<file path="config.mk">
export PLATFORM = sky130hd
export DESIGN_NAME = hazard_fwd_unit
export DESIGN_NICKNAME = d
export VERILOG_FILES = /design/src/rtl/hazard_fwd_unit.sv
export SDC_FILE = /design/constraint.sdc
export NUM_CORES = 1
export LEC_CHECK = 0
export CELL_PAD_IN_SITES_DETAIL_PLACEMENT = 0
export CELL_PAD_IN_SITES_GLOBAL_PLACEMENT = 1
export CORE_UTILIZATION = 39
export CTS_CLUSTER_SIZE = 28
export DETAILED_ROUTE_END_ITERATION = 10
export PLACE_DENSITY_LB_ADDON = 0.1
export SLEW_MARGIN = 20
export SYNTH_ARGS = -nofsm -noshare
export SYNTH_HDL_FRONTEND = slang
export SYNTH_SLANG_ARGS = --single-unit
</file>
<file path="constraint.sdc">
create_clock -name clk -period 5.6 [get_ports clk]
set_clock_uncertainty 0.2 [all_clocks]
set_input_delay 1.12 -clock clk [delete_from_list [all_inputs] [get_ports clk]]
set_output_delay 1.12 -clock clk [all_outputs]
set_load 0.01 [all_outputs]
</file>
<file path="src/rtl/hazard_fwd_unit.sv">
// Hazard detection and forwarding control for a 5-stage RISC-V pipeline.
// Tracks EX/MEM destinations and steers the ID operand muxes.
module hazard_fwd_unit #(
  parameter int REG_W = 5
) (
  input  logic             clk,
  input  logic             rst_n,
  input  logic             rs1use_id,
  input  logic             rs2use_id,
  input  logic [1:0]       hazard_optype_id,
  input  logic [REG_W-1:0] rs1_id,
  input  logic [REG_W-1:0] rs2_id,
  input  logic [REG_W-1:0] rd_id,
  input  logic             Branch_id,
  output logic [1:0]       forward_ctrl_A,
  output logic [1:0]       forward_ctrl_B,
  output logic             forward_ctrl_ls,
  output logic             PC_EN_IF,
  output logic             reg_FD_EN,
  output logic             reg_FD_flush,
  output logic             reg_DE_flush
);

  typedef enum logic [1:0] {
    OP_NONE  = 2'b00,
    OP_ALU   = 2'b01,
    OP_LOAD  = 2'b10,
    OP_STORE = 2'b11
  } optype_e;

  localparam logic [1:0] SEL_RF     = 2'b00;
  localparam logic [1:0] SEL_EX_ALU = 2'b01;
  localparam logic [1:0] SEL_MEM_AL = 2'b10;
  localparam logic [1:0] SEL_MEM_LD = 2'b11;

  localparam logic [REG_W-1:0] X0 = '0;

  logic [1:0]       optype_exe_q, optype_exe_d;
  logic [1:0]       optype_mem_q, optype_mem_d;
  logic [REG_W-1:0] rd_exe_q, rd_exe_d;
  logic [REG_W-1:0] rd_mem_q, rd_mem_d;
  logic [REG_W-1:0] rs2_exe_q, rs2_exe_d;

  logic wr_exe, wr_mem;
  logic ld_exe, ld_mem;
  logic hit_ex_a, hit_ex_b;
  logic hit_mem_a, hit_mem_b;
  logic ld_hit_a, ld_hit_b;
  logic id_store;
  logic stall;

  assign wr_exe = (optype_exe_q == OP_ALU)
               || (optype_exe_q == OP_LOAD);
  assign wr_mem = (optype_mem_q == OP_ALU)
               || (optype_mem_q == OP_LOAD);
  assign ld_exe = (optype_exe_q == OP_LOAD);
  assign ld_mem = (optype_mem_q == OP_LOAD);

  assign hit_ex_a = rs1use_id
                 && (rs1_id == rd_exe_q)
                 && (rd_exe_q != X0)
                 && wr_exe;
  assign hit_ex_b = rs2use_id
                 && (rs2_id == rd_exe_q)
                 && (rd_exe_q != X0)
                 && wr_exe;
  assign hit_mem_a = rs1use_id
                  && (rs1_id == rd_mem_q)
                  && (rd_mem_q != X0)
                  && wr_mem;
  assign hit_mem_b = rs2use_id
                  && (rs2_id == rd_mem_q)
                  && (rd_mem_q != X0)
                  && wr_mem;

  assign ld_hit_a = hit_ex_a && ld_exe;
  assign ld_hit_b = hit_ex_b && ld_exe;
  assign id_store = (hazard_optype_id == OP_STORE);

  // A store's data operand can wait a cycle for forward_ctrl_ls.
  assign stall = ld_hit_a || (ld_hit_b && !id_store);

  always_comb begin
    forward_ctrl_A = SEL_RF;
    unique case (1'b1)
      hit_ex_a:
        forward_ctrl_A = ld_exe ? SEL_RF : SEL_EX_ALU;
      (!hit_ex_a && hit_mem_a):
        forward_ctrl_A = ld_mem ? SEL_MEM_LD : SEL_MEM_AL;
      default:
        forward_ctrl_A = SEL_RF;
    endcase
  end

  always_comb begin
    forward_ctrl_B = SEL_RF;
    unique case (1'b1)
      hit_ex_b:
        forward_ctrl_B = ld_exe ? SEL_RF : SEL_EX_ALU;
      (!hit_ex_b && hit_mem_b):
        forward_ctrl_B = ld_mem ? SEL_MEM_LD : SEL_MEM_AL;
      default:
        forward_ctrl_B = SEL_RF;
    endcase
  end

  assign forward_ctrl_ls = (optype_exe_q == OP_STORE)
                        && ld_mem
                        && (rs2_exe_q == rd_mem_q)
                        && (rd_mem_q != X0);

  assign PC_EN_IF     = !stall;
  assign reg_FD_EN    = !stall;
  assign reg_DE_flush = stall;
  assign reg_FD_flush = Branch_id && !stall;

  always_comb begin
    optype_mem_d = optype_exe_q;
    rd_mem_d     = rd_exe_q;
    optype_exe_d = hazard_optype_id;
    rd_exe_d     = rd_id;
    rs2_exe_d    = rs2_id;
    if (stall) begin
      optype_exe_d = OP_NONE;
      rd_exe_d     = '0;
      rs2_exe_d    = '0;
    end
  end

  always_ff @(posedge clk or negedge rst_n) begin
    if (!rst_n) begin
      optype_exe_q <= OP_NONE;
      optype_mem_q <= OP_NONE;
      rd_exe_q     <= '0;
      rd_mem_q     <= '0;
      rs2_exe_q    <= '0;
    end else begin
      optype_exe_q <= optype_exe_d;
      optype_mem_q <= optype_mem_d;
      rd_exe_q     <= rd_exe_d;
      rd_mem_q     <= rd_mem_d;
      rs2_exe_q    <= rs2_exe_d;
    end
  end

endmodule
</file>
After elaboration in Yosys (flattened, before gate mapping). Index checks and enable logic that the tools add are counted.

Equal/unequal tests: 11. Multiplexer cells: 7. Reductions and logical operators: 30.

Operator list (count): 5-bit == test (5); 1-bit logical AND (21); 5-bit two-way mux (2); 5-bit nonzero test (2); 2-bit == test, second input constant (4); 2-bit case mux with 2 select lines (2); 2-bit by 1-bit == test with 1-bit output, second input constant (2); 1-bit logical NOT (4); 1-bit logical OR (3); 1-bit two-way mux (2); 2-bit two-way mux (1).

Bits in registers: 19. Input bits: 22. Output and inout port bits: 9.

Depth between registers and ports, before layout.
Depth in word-level cells: 9. Gate-level depth with buffers: 8. Depth with buffers taken out: 6.

Worst setup path after synthesis. No wires, ideal clock.

Path kind: in2out. Start: in rs2_id[1]. End: out reg_FD_EN. Data required time: 4.280 ns. Slack: 2.029 ns. Path buffers: 2. Cell stages on the path: 6. Arrival: 2.251 ns. Path through: xnor2_1 > nand4_1 > nor4_4 > buf_6 > nor2_1 > buf_4.

Longest elaborated chain between the ends: 8.

RTL lines: from (decl) (RTL line 12) `input logic [REG_W-1:0] rs2_id,`; 5-bit == test (RTL line 64) `&& (rs2_id == rd_exe_q)`; 1-bit logical AND (RTL line 64); 1-bit logical AND (RTL line 65) `&& (rd_exe_q != X0)`; 1-bit logical AND (RTL line 66) `&& wr_exe;`; 1-bit logical AND (RTL line 77) `assign ld_hit_b = hit_ex_b && ld_exe;`; 1-bit logical AND (RTL line 81) `assign stall = ld_hit_a || (ld_hit_b && !id_store);`; 1-bit logical OR (RTL line 81); 1-bit logical NOT; to (decl) (RTL line 19) `output logic reg_FD_EN,`.

Every way passes these cells.

Final worst setup path.
Start: in rs2_id[3]. End: out reg_DE_flush.

Longest elaborated chain between the ends: 7.

RTL lines: 5-bit == test (RTL line 64); 1-bit logical AND (RTL line 64); 1-bit logical AND (RTL line 65); 1-bit logical AND (RTL line 66); 1-bit logical AND (RTL line 77); 1-bit logical AND (RTL line 81); 1-bit logical OR (RTL line 81); to (decl) (RTL line 21) `output logic reg_DE_flush`.

Every way passes these cells.

==> flow_summary.toml <==
[die]
rows = 19
io_pins = 31
fp.coreArea_mm2 = 0.00276
die_area_mm2 = 0.00316
die_h_um = 56.2
die_w_um = 56.2
initial_utilization = 0.415

[clocking]
post_cts_buffers = 0
clk_latency_ns = 0.29
clkTransAtPathRegs_ns = 0.10
clockRootBuffer = "clkbuf_4"
cts_tree = "built"
hold_buffers = 0
htree_levels = 1
clockBufferDepth = 2
cts_buffers = 3
cts-resized-gates = 0
cts_sinks = 19

[setup_path]
critPathMaxFanout = 7
crit_slowest_cell = "clkdlybuf4s50_1"
crit_family = "buffers and inverters"
slowest_delay_ns = 0.53
cp_data_arrival_time_ns = 3.19
cp-start-kind = "primary input"
critPathLaunch = "rs2_id[3]"
worst_ep_required_time_ns = 4.28
critical_path_buf_inv_count = 2
critPathMostFrequentCell = "clkdlybuf4s50_1"
r2r_start = "rd_exe_q[1]"
timing_worst_setup_path_type = "in2out"
critical_path.cell_chain = "clkdlybuf4s50_1 -> xnor2_1 -> nand4_1 -> nor4_4 -> or2_2 -> clkdlybuf4s50_1"
critPathCaptureType = "output pin"

[worst_hold_path]
min-delay-start = "optype_exe_q[0]"
hold_path.class = "reg2reg"

[routing]
drc = 0
wirelength_um = 2350
vias = 845
via_per_inst = 5.15
antenna_left = 0
first_iter_violations = 18
wl_per_cell_um = 14.3
drt-pass1-iter-count = 4

[logic_synthesis]
synth_cell_types = 25
yosysMostFrequentCell = "dfrtp_1"
synth_xor_area_frac = 0.184
synth-compound-area-share = 0.0383
yosysTopAreaCell = "dfrtp_1"
muxShareOfSynthArea = 0.0175
synth_top_family_by_area = "simple AND/OR/NAND/NOR gates"
synth_edf_count = 0
synth_top_area_frac = 0.415
syn_inst = 100
yosys.area_share.simple = 0.277
synth_flop_cell = "dfrtp_1"
ys_async_sr_fraction = 1.00
synth_area_leaders = "dfrtp_1, xnor2_1, nor3b_2"
synth.avg_cell_area_um2 = 11.4
syn_nets = 125
synth-seq-cells = 19
synth-adder-area-share = 0.0328
ys_top_cells_by_count = "dfrtp_1, xnor2_1, nor3b_2, xor2_1"
seq_area_frac_synth = 0.415
netlist_area_mm2 = 0.00114
yosysWarnings = 0

[layout]
regArea_um2 = 475
multi_input_area_um2 = 628
layout.nets = 159
stdcell_count = 164
num_antenna_cells = 0
area_growth_pct = 30.6
finish.utilization = 0.542
fill_cells = 246
drive_gt1_frac = 0.150
final_area_mm2 = 0.00150

[sta]
period_share = 0.806
rsz0062_at_grt = "false"
clock.fmax_mhz = 222
maxSlewHeadroom = 0.426
slew_violations = 0
finalHoldViolCount = 0
setup_violations = 0
setup_tns_ns = 0
finalCriticalPeriod_ns = 4.51
tightest_slew_ns = 0.858

[global_routing]
grt_pass1_vias = 883
antenna_found_initial = 0
grt_overflow = 0
grt_pass1_wl_um = 4110
grt_usage = 0.169
grt_max_degree = 20

[placement]
hpwl_um = 1830
post_dp_cell_area_mm2 = 0.00147
dpl.cell_count = 160
port_buffers = 30
gp_congestion = 0.747

[status]
status = "complete, no violations"

[power]
irDropWorstVdd_mv = 0.130
power_leakage_nw = 0.598
power_density_mw_per_mm2 = 186

[flow_run]
drv_cap = 0
## registers in the layout, indices dropped and copies added (netlist names)
| name | cells |
|---|---|
| optype_exe_q | 2 |
| rd_exe_q | 5 |
| rs2_exe_q | 5 |
| optype_mem_q | 2 |
| rd_mem_q | 5 |
## metrics by stage
stage                     hold slack [ns]  setup slack (ns)  total power [mW]
final                               0.235              1.09             0.278
after global routing                0.249             0.948             0.295
after CTS                           0.236              1.05             0.282
after detailed placement            0.212              1.10             0.214
after global placement              0.208              1.09             0.213
after floorplan                     0.180              2.03             0.185
## power breakdown
group	switching (mW)	internal (mW)
combinational	0.0232	0.0337
sequential	0.00895	0.144
clock	0.0403	0.0277
total	0.0725	0.206
## worst register-to-register path, delay by kind of cell (launching register included)
kind | cells | cell delay (ns)
xor+xnor | 1 | 0.21
simple gates | 3 | 0.76
buf+inv | 1 | 0.28
flops | 1 | 0.50
## cell type report
type,instances,share of cell area
repair buffers,32,0.211
clock buffers,4,0.0176
multi-input cells,75,0.420
inverters,3,0.00753
well taps,31,0.0259
flip-flops and latches,19,0.318
## layout by cell type (no fill, tap or decap), types with 4 or more instances in the layout
cell,netlist,routed
clkdlybuf4s50_1,0,30
xnor2_1,16,16
nor3b_1,4,4
dfrtp_1,19,19
nand4_1,4,4
nand3_1,4,4
nand2_1,4,4
xor2_1,8,8
nor3_1,4,4
nor3b_2,9,9
## logic make-up (layout without fill, tap and decap cells)
group                      after synthesis  count (layout)
xor gates and xnor gates                24              24
buffers and inverters                    6              39
and+or+nand+nor                         42              42
adders and majority gates                3               3
muxes                                    2               2
DFF                                     19              19
AOI/OAI and AO/OA                        4               4
## per-layer routing
layer	vias to the layer above	wire length, µm	part of all wire	GRT usage
li1	414	-	-	-
met1	402	1090	0.47	0.225
met2	25	1130	0.48	0.279
met3	4	97	0.041	0.0302
met4	0	29	0.012	0.0523
met5	-	0	0	0
## path summary, 6_finish.rpt
kind | endpoint | slack [ns] | depth (start not counted)
worst max-delay path | reg_DE_flush | 1.09 | 6
worst min-delay path | optype_mem_q[0] | 0.24 | 0
worst max register to register | rs2_exe_q[4] | 3.54 | 5
worst min register to register | optype_mem_q[0] | 0.24 | 0
max in group asynchronous | rd_exe_q[2] | 3.56 | 1
min in group asynchronous | optype_mem_q[1] | 1.11 | 1
(Power assumes the default switching activity.)
